===== src/rtl/psram_ctrl.sv =====
// psram_ctrl: responder end of the arbiter->PSRAM request interface.
// Runs one single read, write or burst read at a time on a CellularRAM
// operated in asynchronous/page mode. The top level owns the DQ tristate.
//
// Ports
//   clk, reset       system clock, asynchronous active-high reset
//   mem_rd/mem_wr    level requests from the arbiter (read has priority)
//   mem_burst_op     with mem_rd: read BURST_LEN consecutive words
//   addr             23-bit word address
//   mem_wr_data      write data
//   mem_rd_data      read data, valid while mem_data_ok
//   mem_data_ok      one-cycle pulse per read word
//   mem_opp_begun    one-cycle pulse, request accepted and inputs latched
//   mem_ctrl_good    high exactly while idle after init (ready to accept)
//   mem_op_finish    one-cycle pulse, operation complete
//   ram_*            RAM pins; adv/clk/cre/ub/lb tied low for async 16-bit mode
module psram_ctrl #(
  parameter int unsigned T_INIT    = 7500,
  parameter int unsigned T_RD      = 4,
  parameter int unsigned T_PAGE    = 2,
  parameter int unsigned T_WR      = 4,
  parameter int unsigned T_REC     = 1,
  parameter int unsigned BURST_LEN = 8
) (
  input  logic        clk,
  input  logic        reset,
  input  logic        mem_rd,
  input  logic        mem_wr,
  input  logic        mem_burst_op,
  input  logic [22:0] addr,
  input  logic [15:0] mem_wr_data,
  output logic [15:0] mem_rd_data,
  output logic        mem_data_ok,
  output logic        mem_opp_begun,
  output logic        mem_ctrl_good,
  output logic        mem_op_finish,
  output logic [22:0] ram_adr,
  input  logic [15:0] ram_dq_i,
  output logic [15:0] ram_dq_o,
  output logic        ram_dq_oe,
  output logic        ram_ce_n,
  output logic        ram_oe_n,
  output logic        ram_we_n,
  output logic        ram_adv_n,
  output logic        ram_clk,
  output logic        ram_cre,
  output logic        ram_ub_n,
  output logic        ram_lb_n
);

  localparam int unsigned ADR_W   = 23;
  localparam int unsigned DATA_W  = 16;
  localparam int unsigned CNT_W   = 16;
  localparam int unsigned WORDS_W = 5;

  typedef enum logic [2:0] {
    ST_INIT,
    ST_IDLE,
    ST_READ,
    ST_WRITE,
    ST_REC
  } state_t;

  state_t              state_q;
  logic [CNT_W-1:0]    init_cnt_q;
  logic [CNT_W-1:0]    tmr_q;
  logic [WORDS_W-1:0]  words_q;
  logic [ADR_W-1:0]    ram_adr_q;
  logic [DATA_W-1:0]   ram_dq_o_q;
  logic                ram_dq_oe_q;
  logic                ce_n_q;
  logic                oe_n_q;
  logic                we_n_q;
  logic [DATA_W-1:0]   rd_data_q;
  logic                data_ok_q;
  logic                begun_q;
  logic                good_q;
  logic                finish_q;

  logic [ADR_W-1:0]    next_adr_c;
  logic                page_cross_c;

  // Next burst address wraps mod 2^23; landing on a 16-word boundary costs a full random read.
  assign next_adr_c   = ram_adr_q + ADR_W'(1);
  assign page_cross_c = (next_adr_c[3:0] == 4'h0);

  // Controller FSM with all outputs registered.
  always_ff @(posedge clk or posedge reset) begin
    if (reset) begin
      state_q     <= ST_INIT;
      init_cnt_q  <= '0;
      tmr_q       <= '0;
      words_q     <= '0;
      ram_adr_q   <= '0;
      ram_dq_o_q  <= '0;
      ram_dq_oe_q <= 1'b0;
      ce_n_q      <= 1'b1;
      oe_n_q      <= 1'b1;
      we_n_q      <= 1'b1;
      rd_data_q   <= '0;
      data_ok_q   <= 1'b0;
      begun_q     <= 1'b0;
      good_q      <= 1'b0;
      finish_q    <= 1'b0;
    end else begin
      data_ok_q <= 1'b0;
      begun_q   <= 1'b0;
      finish_q  <= 1'b0;
      case (state_q)
        ST_INIT: begin
          if (init_cnt_q == CNT_W'(T_INIT - 1)) begin
            state_q <= ST_IDLE;
            good_q  <= 1'b1;
          end else begin
            init_cnt_q <= init_cnt_q + CNT_W'(1);
          end
        end
        ST_IDLE: begin
          if (mem_rd) begin
            state_q   <= ST_READ;
            good_q    <= 1'b0;
            begun_q   <= 1'b1;
            ram_adr_q <= addr;
            ce_n_q    <= 1'b0;
            oe_n_q    <= 1'b0;
            tmr_q     <= CNT_W'(T_RD - 1);
            words_q   <= mem_burst_op ? WORDS_W'(BURST_LEN - 1) : '0;
          end else if (mem_wr) begin
            state_q     <= ST_WRITE;
            good_q      <= 1'b0;
            begun_q     <= 1'b1;
            ram_adr_q   <= addr;
            ram_dq_o_q  <= mem_wr_data;
            ram_dq_oe_q <= 1'b1;
            ce_n_q      <= 1'b0;
            we_n_q      <= 1'b0;
            tmr_q       <= CNT_W'(T_WR - 1);
          end
        end
        ST_READ: begin
          if (tmr_q == '0) begin
            rd_data_q <= ram_dq_i;
            data_ok_q <= 1'b1;
            if (words_q != '0) begin
              // CE/OE stay low across words; only the address moves.
              words_q   <= words_q - WORDS_W'(1);
              ram_adr_q <= next_adr_c;
              tmr_q     <= page_cross_c ? CNT_W'(T_RD - 1) : CNT_W'(T_PAGE - 1);
            end else begin
              finish_q <= 1'b1;
              ce_n_q   <= 1'b1;
              oe_n_q   <= 1'b1;
              state_q  <= ST_REC;
              tmr_q    <= CNT_W'(T_REC - 1);
            end
          end else begin
            tmr_q <= tmr_q - CNT_W'(1);
          end
        end
        ST_WRITE: begin
          if (tmr_q == '0) begin
            ce_n_q      <= 1'b1;
            we_n_q      <= 1'b1;
            ram_dq_oe_q <= 1'b0;
            finish_q    <= 1'b1;
            state_q     <= ST_REC;
            tmr_q       <= CNT_W'(T_REC - 1);
          end else begin
            tmr_q <= tmr_q - CNT_W'(1);
          end
        end
        ST_REC: begin
          if (tmr_q == '0) begin
            state_q <= ST_IDLE;
            good_q  <= 1'b1;
          end else begin
            tmr_q <= tmr_q - CNT_W'(1);
          end
        end
        default: begin
          state_q <= ST_INIT;
        end
      endcase
    end
  end

  assign mem_rd_data   = rd_data_q;
  assign mem_data_ok   = data_ok_q;
  assign mem_opp_begun = begun_q;
  assign mem_ctrl_good = good_q;
  assign mem_op_finish = finish_q;
  assign ram_adr       = ram_adr_q;
  assign ram_dq_o      = ram_dq_o_q;
  assign ram_dq_oe     = ram_dq_oe_q;
  assign ram_ce_n      = ce_n_q;
  assign ram_oe_n      = oe_n_q;
  assign ram_we_n      = we_n_q;
  assign ram_adv_n     = 1'b0;
  assign ram_clk       = 1'b0;
  assign ram_cre       = 1'b0;
  assign ram_ub_n      = 1'b0;
  assign ram_lb_n      = 1'b0;

endmodule

===== config.mk =====
export PLATFORM = sky130hd
export DESIGN_NAME = psram_ctrl
export DESIGN_NICKNAME = d
export VERILOG_FILES = /design/src/rtl/psram_ctrl.sv
export SDC_FILE = /design/constraint.sdc
export NUM_CORES = 1
export LEC_CHECK = 0
export BUFFER_PORTS_ARGS = -buffer_cell sky130_fd_sc_hd__buf_2
export CORE_AREA = 8 8 109 136
export DETAILED_ROUTE_END_ITERATION = 8
export DIE_AREA = 0 0 117 144
export HOLD_SLACK_MARGIN = 0.03
export PLACE_DENSITY_LB_ADDON = 0.25
export SLEW_MARGIN = 20
export SYNTH_ARGS = -nofsm -noshare
export SYNTH_HDL_FRONTEND = slang
export SYNTH_SLANG_ARGS = --single-unit

===== constraint.sdc =====
create_clock -name clk -period 5.8 [get_ports clk]
set_input_delay 0.29 -clock clk [delete_from_list [all_inputs] [get_ports clk]]
set_output_delay 0.29 -clock clk [all_outputs]
set_load 0.005 [all_outputs]

Yosys cells after proc, flatten, opt, wreduce, memory -nomap -nowiden
Cells that the tools add are included.

Output and inout bits: 68. Word-level logic and storage cells: 107. Input bits: 60. Register bits after elaboration: 103.

Muxes and demuxes: 50. Equality and inequality tests: 16. Add/sub/neg operators: 4. Bitwise gates (word level): 2. Reductions and logical operators: 20.

Operators by type and width (count): 23-bit two-way mux (4); 16-bit two-way mux (5); 16-bit one-hot mux with 4 select lines (1); 23-bit one-hot mux with 2 select lines (1); 3-bit two-way mux (8); 23-bit by 1-bit adder with 23-bit output, second input constant (1); 2-bit != test, second input constant (10); 4-bit AND reduction (5); 1-bit two-way mux (18); 16-bit by 1-bit adder with 16-bit output, second input constant (1); 16-bit by 13-bit equality test with 1-bit output, second input constant (1); 16-bit zero test (1); 16-bit by 1-bit subtractor with 16-bit output, second input constant (1); 5-bit two-way mux (3); 3-bit one-hot mux with 5 select lines (1); 5-bit one-hot mux with 2 select lines (1); 1-bit one-hot mux with 2 select lines (4); 3-bit by 2-bit equality test with 1-bit output, second input constant (2); 1-bit one-hot mux with 3 select lines (2); 3-bit AND reduction (2); 6-bit AND reduction (1); 3-bit nonzero test (2); 5-bit AND reduction (1); 5-bit nonzero test (1); other kinds (11) (15).

Depth between registers and ports, before layout
Depth in word-level cells: 6. Mapped depth: 9. Mapped depth without buffers: 7.

Least setup slack after synthesis
No wires, ideal clock.

Path type: register -> register. Start: reg words_q[0]. End: reg ram_adr_q[3], in the netlist ram_adr[3]. Arrival: 1994 ps. Library setup time: 121 ps. Period minus slack after synthesis: 2115 ps. Cell stages (with the launch flop): 8. Path slack: 3685 ps. Buffers on the path: 1. Data required time: 5679 ps. Cells stage by stage: dfrtp_1 -> inv_1 -> ha_1 -> or4b_1 -> a22oi_2 -> clkbuf_1 -> a21oi_1 -> o22a_1.

Longest elaborated chain between the ends: 3.

Ends and longest elaborated chain: start, declared (line 67) `logic [WORDS_W-1:0] words_q;`; start signal, assigned (line 127) `words_q <= mem_burst_op ? WORDS_W'(BURST_LEN - 1) : '0;`; start signal, assigned (line 146) `words_q <= words_q - WORDS_W'(1);`; 5-bit nonzero test (line 144) `if (words_q != '0) begin`; 2-bit != test (no line); 4-bit AND reduction (no line); end signal, assigned (line 123) `ram_adr_q <= addr;`; end signal, assigned (line 132) `ram_adr_q <= addr;`; end signal, assigned (line 147) `ram_adr_q <= next_adr_c;`; end, declared (line 68) `logic [ADR_W-1:0] ram_adr_q;`.

No other way between the ends. A chain may end at the register's enable or synchronous reset.

Worst setup path after layout
Start: reg tmr_q[0]. End: reg tmr_q[6].

Longest elaborated chain between the ends: 3. Elaborated cells between the ends (all ways): 8. Those cells by class: add/sub (1); eq/ne (1); mux (4); reduce/logical (2).

Ends and longest elaborated chain: start, declared (line 66) `logic [CNT_W-1:0] tmr_q;`; start signal, assigned (line 126) `tmr_q <= CNT_W'(T_RD - 1);`; start signal, assigned (line 137) `tmr_q <= CNT_W'(T_WR - 1);`; start signal, assigned (line 148) `tmr_q <= page_cross_c ? CNT_W'(T_RD - 1) : CNT_W'(T_PAGE - 1);`; 16-bit by 1-bit subtractor with 16-bit output / 16-bit zero test (equally long branches); 16-bit two-way mux (tied with other cells) (line 173) `if (tmr_q == '0) begin`; 16-bit one-hot mux with 4 select lines / 3-bit AND reduction (equally long branches).

Several ways; a longest one is shown, not always the timed one. The select of a mux whose other input is x is not followed.

==> flow_summary.toml <==
[grt]
grt.total_usage_pct = 17.1
wire_length_of_the_first_global_routing_pass_um = 22800
antenna_violations_before_repair = 0
grt_max_degree = 57
grt_overflow_total = 0
vias_in_the_first_global_route = 4537

[yosys]
area_share_of_xor_xnor_cells_in_the_synthesized_design_pct = 2.70
syn_avg_cell_area_um2 = 10.4
main_combinational_cell_family_by_area_after_synthesis = "simple AND/OR/NAND/NOR gates"
ys.warnings.count = 0
ys_seq_elements = 103
synth_cells = 501
synth-seq-area-share_pct = 49.8
complex_gate_fraction_of_the_synthesized_area_pct = 16.4
synth-async-reset-ratio_pct = 100
synth_cell_type_count = 67
synth_enable_flop_cells = 0
cell_type_with_the_highest_aggregate_area_in_the_netlist = "sky130_fd_sc_hd__dfrtp_1"
synth_largest_type_area_fraction_pct = 48.2
ys_dominant_reg_cell = "sky130_fd_sc_hd__dfrtp_1"
post_synth_mux_area_share_pct = 7.55
synth-adder-area-share_pct = 1.45
post_synth_and_or_nand_nor_area_fraction_pct = 18.8
syn_area_um2 = 5190
ys_top_cells_by_area = "sky130_fd_sc_hd__dfrtp_1, sky130_fd_sc_hd__mux2_2, sky130_fd_sc_hd__a21oi_1"

[min_path]
worst_hold_path_type = "in -> async"

[floorplanning]
io_pins = 128
placementRows = 47
coreArea_um2 = 12800
floorplan.initialDensity_pct = 40.5
dieArea_um2 = 16800
die_w_um = 117
chipHeight_um = 144

[drt]
route.detailed.vias_per_inst = 5.69
drt-wirelength-per-cell_um = 17.4
drtAntennaViolNets = 0
drt-initial-drc-count = 232
routed_wl_um = 13800
vias = 4505
detail_route.first_pass.iterations = 5
drc = 0

[cts]
tritoncts_buffer_count = 9
clockRootBuffer = "sky130_fd_sc_hd__clkbuf_16"
hold_buffers = 0
cts.repair.resized = 0
clk-insertion-delay-late_ns = 0.36
cts.path.max_buffers = 2
worst_setup_hold_path_clk_slew_ns = 0.08
clock_sinks = 103
htree_levels = 3
post_cts.repair.setup_buffers = 0
tritoncts = "yes"

[setup_path]
cp_max_fo = 21
crit_type = "reg -> reg"
crit_path_required_time_ns = 6.00
regToRegStartpoint = "tmr_q[0]"
critical_path.startpoint_type = "flop"
reg2reg_slack_ns = 3.00
worst_r2r_path_depth = 8
crit_path_end_kind = "flop"
critical_path.reg2reg.endpoint = "tmr_q[6]"
crit_arrival_ns = 3.01

[pwr]
vdd_drop_max_uv = 186
power.clock.fraction_pct = 44.2
cellLeakagePower_nw = 3.02
switching_share_pct = 23.9
pd_cells_nw_per_um2 = 219
seq_power_share_pct = 52.5
p_switching_mw = 0.326
power.share.combinational_pct = 3.3
internal-power_mw = 1.04

[sta]
highest_clock_rate_ghz = 0.357
worst_pin_slew_ns = 1.07
setup_total_negative_slack_ns = 0
grt_setup_unrepaired = "false"
final-setup-viol-count = 0
layout_min_cycle_time_ns = 2.80
slew-limit-headroom_pct = 28.5
finClkSkew_ns = 0.0132
maxSlewViolCount = 0
period_share_pct = 48.3
report.final.hold_viol_count = 0

[place]
io_buffers = 122
place_congestion = 0.880
dp.cells = 776
dpl_hpwl_um = 9960

[run]
max_cap_viol_count = 0

[finish]
diodes = 0
fillers = 1289
layout-area-overhead-vs-synth_pct = 20.2
final_cells = 792
nets = 682
post_route_cells_drive_above_1_share_pct = 31.1

[run_status]
run_status = "completed"
[metal layers]
layer	part of all wire [%]	wire, um	GRT usage, %	vias to the layer above
li1	-	-	-	2101
met1	40	5580	20.3	2224
met2	52	7140	29.0	166
met3	6.5	903	4.81	14
met4	1.3	178	5.41	0
met5	0	0	0	-
[sequential cells by signal, indices dropped and copies added (netlist names)]
signal	cells
ram_adr	23
init_cnt_q	16
mem_rd_data	16
ram_dq_o	16
tmr_q	16
words_q	5
state_q	3
mem_ctrl_good	1
mem_data_ok	1
mem_op_finish	1
mem_opp_begun	1
ram_ce_n	1
ram_dq_oe	1
ram_oe_n	1
ram_we_n	1
[critical path: stages (launching register included)]
cell and delay [ns]:
sky130_fd_sc_hd__dfrtp_1 0.43, sky130_fd_sc_hd__inv_1 0.12, sky130_fd_sc_hd__ha_1 0.17, sky130_fd_sc_hd__nor4b_1 0.37
sky130_fd_sc_hd__nand4_1 0.15, sky130_fd_sc_hd__buf_4 0.25, sky130_fd_sc_hd__a21oi_1 0.83, sky130_fd_sc_hd__or4b_2 0.26
sky130_fd_sc_hd__a21oi_1 0.06
[worst max path at each step]
stage / startpoint / to / slack [ns] / depth (start not counted)
6_report: tmr_q[0] / tmr_q[6] / 3.00 / 8
5_1_grt: state_q[0] / ram_adr[9] / 2.76 / 5
3_3_place_gp: tmr_q[0] / mem_rd_data[0] / 3.07 / 7
3_5_place_dp: tmr_q[0] / mem_rd_data[5] / 2.89 / 7
4_1_cts: tmr_q[0] / mem_rd_data[15] / 2.86 / 7
2_1_floorplan: reset / init_cnt_q[0] / 2.81 / 1
[layout make-up]
| type | instances | area, um^2 | area share (%) |
|---|---|---|---|
| clock buffer | 10 | 229 | 3.67 |
| clock inverter | 6 | 60.1 | 0.963 |
| inverter | 13 | 51.3 | 0.822 |
| multi-input combinational | 363 | 2460 | 39.5 |
| sequential | 103 | 2580 | 41.4 |
| tap | 171 | 214 | 3.43 |
| timing repair buffer | 126 | 641 | 10.3 |
[logic make-up after synthesis]
family          after synthesis
flops                       103
simple gates                175
compound gates              126
mux                          35
fa+ha+maj                     6
buf+inv                      39
xor+xnor                     16
other cells                   1
[cell usage in the layout, fill, tap and decap left out, types with 7 or more instances in the layout]
master                      count
sky130_fd_sc_hd__buf_2        122
sky130_fd_sc_hd__dfrtp_1      100
sky130_fd_sc_hd__nand2_1       40
sky130_fd_sc_hd__a21oi_1       39
sky130_fd_sc_hd__nor2_1        37
sky130_fd_sc_hd__mux2_2        33
sky130_fd_sc_hd__nand3_1       18
sky130_fd_sc_hd__nand4_1       15
sky130_fd_sc_hd__a31oi_1       14
sky130_fd_sc_hd__o21ai_0       14
sky130_fd_sc_hd__inv_1         12
sky130_fd_sc_hd__xnor2_1       11
sky130_fd_sc_hd__nor3_1        11
sky130_fd_sc_hd__o31ai_1        9
sky130_fd_sc_hd__clkbuf_16      9
sky130_fd_sc_hd__and4_1         7
sky130_fd_sc_hd__o22a_1         7
[through the flow]
step / total power [mW] / area (um^2) / hold slack, ns / utilization [%] / setup slack [ns]
2_1_floorplan: 0.753 / 5200 / 0.440 / - / 2.81
3_3_place_gp: 0.776 / 5940 / 0.399 / 46.4 / 3.07
3_5_place_dp: 0.777 / 5940 / 0.415 / 46.4 / 2.89
4_1_cts: 1.38 / 6230 / 0.0324 / 48.6 / 2.86
5_1_grt: 1.41 / 6240 / 0.0707 / 48.7 / 2.76
6_report: 1.37 / 6240 / 0.00821 / 48.7 / 3.00
[synth_stat cells, drive strengths merged (6+ instances only)]
cell	number
or4	6
o31ai	9
nand2	40
and3	6
a32o	6
a21oi	39
nor4	6
nand3	19
o41ai	6
and4	7
nor3	12
a31oi	14
nand4	15
clkbuf	13
buf	13
nor2	38
o21ai	15
inv	13
ha	6
xnor2	11
mux2	33
o22a	7
dfrtp	100
[power by group through the flow]
stage | Sequential, mW | Clock, mW | Combinational (mW)
2_1_floorplan | 0.732 | 0 | 0.0212
5_1_grt | 0.717 | 0.646 | 0.0516
6_report | 0.718 | 0.605 | 0.0445
3_5_place_dp | 0.732 | 0 | 0.0455
3_3_place_gp | 0.732 | 0 | 0.0444
4_1_cts | 0.717 | 0.621 | 0.0458
Power figures use the tool's default switching activity.
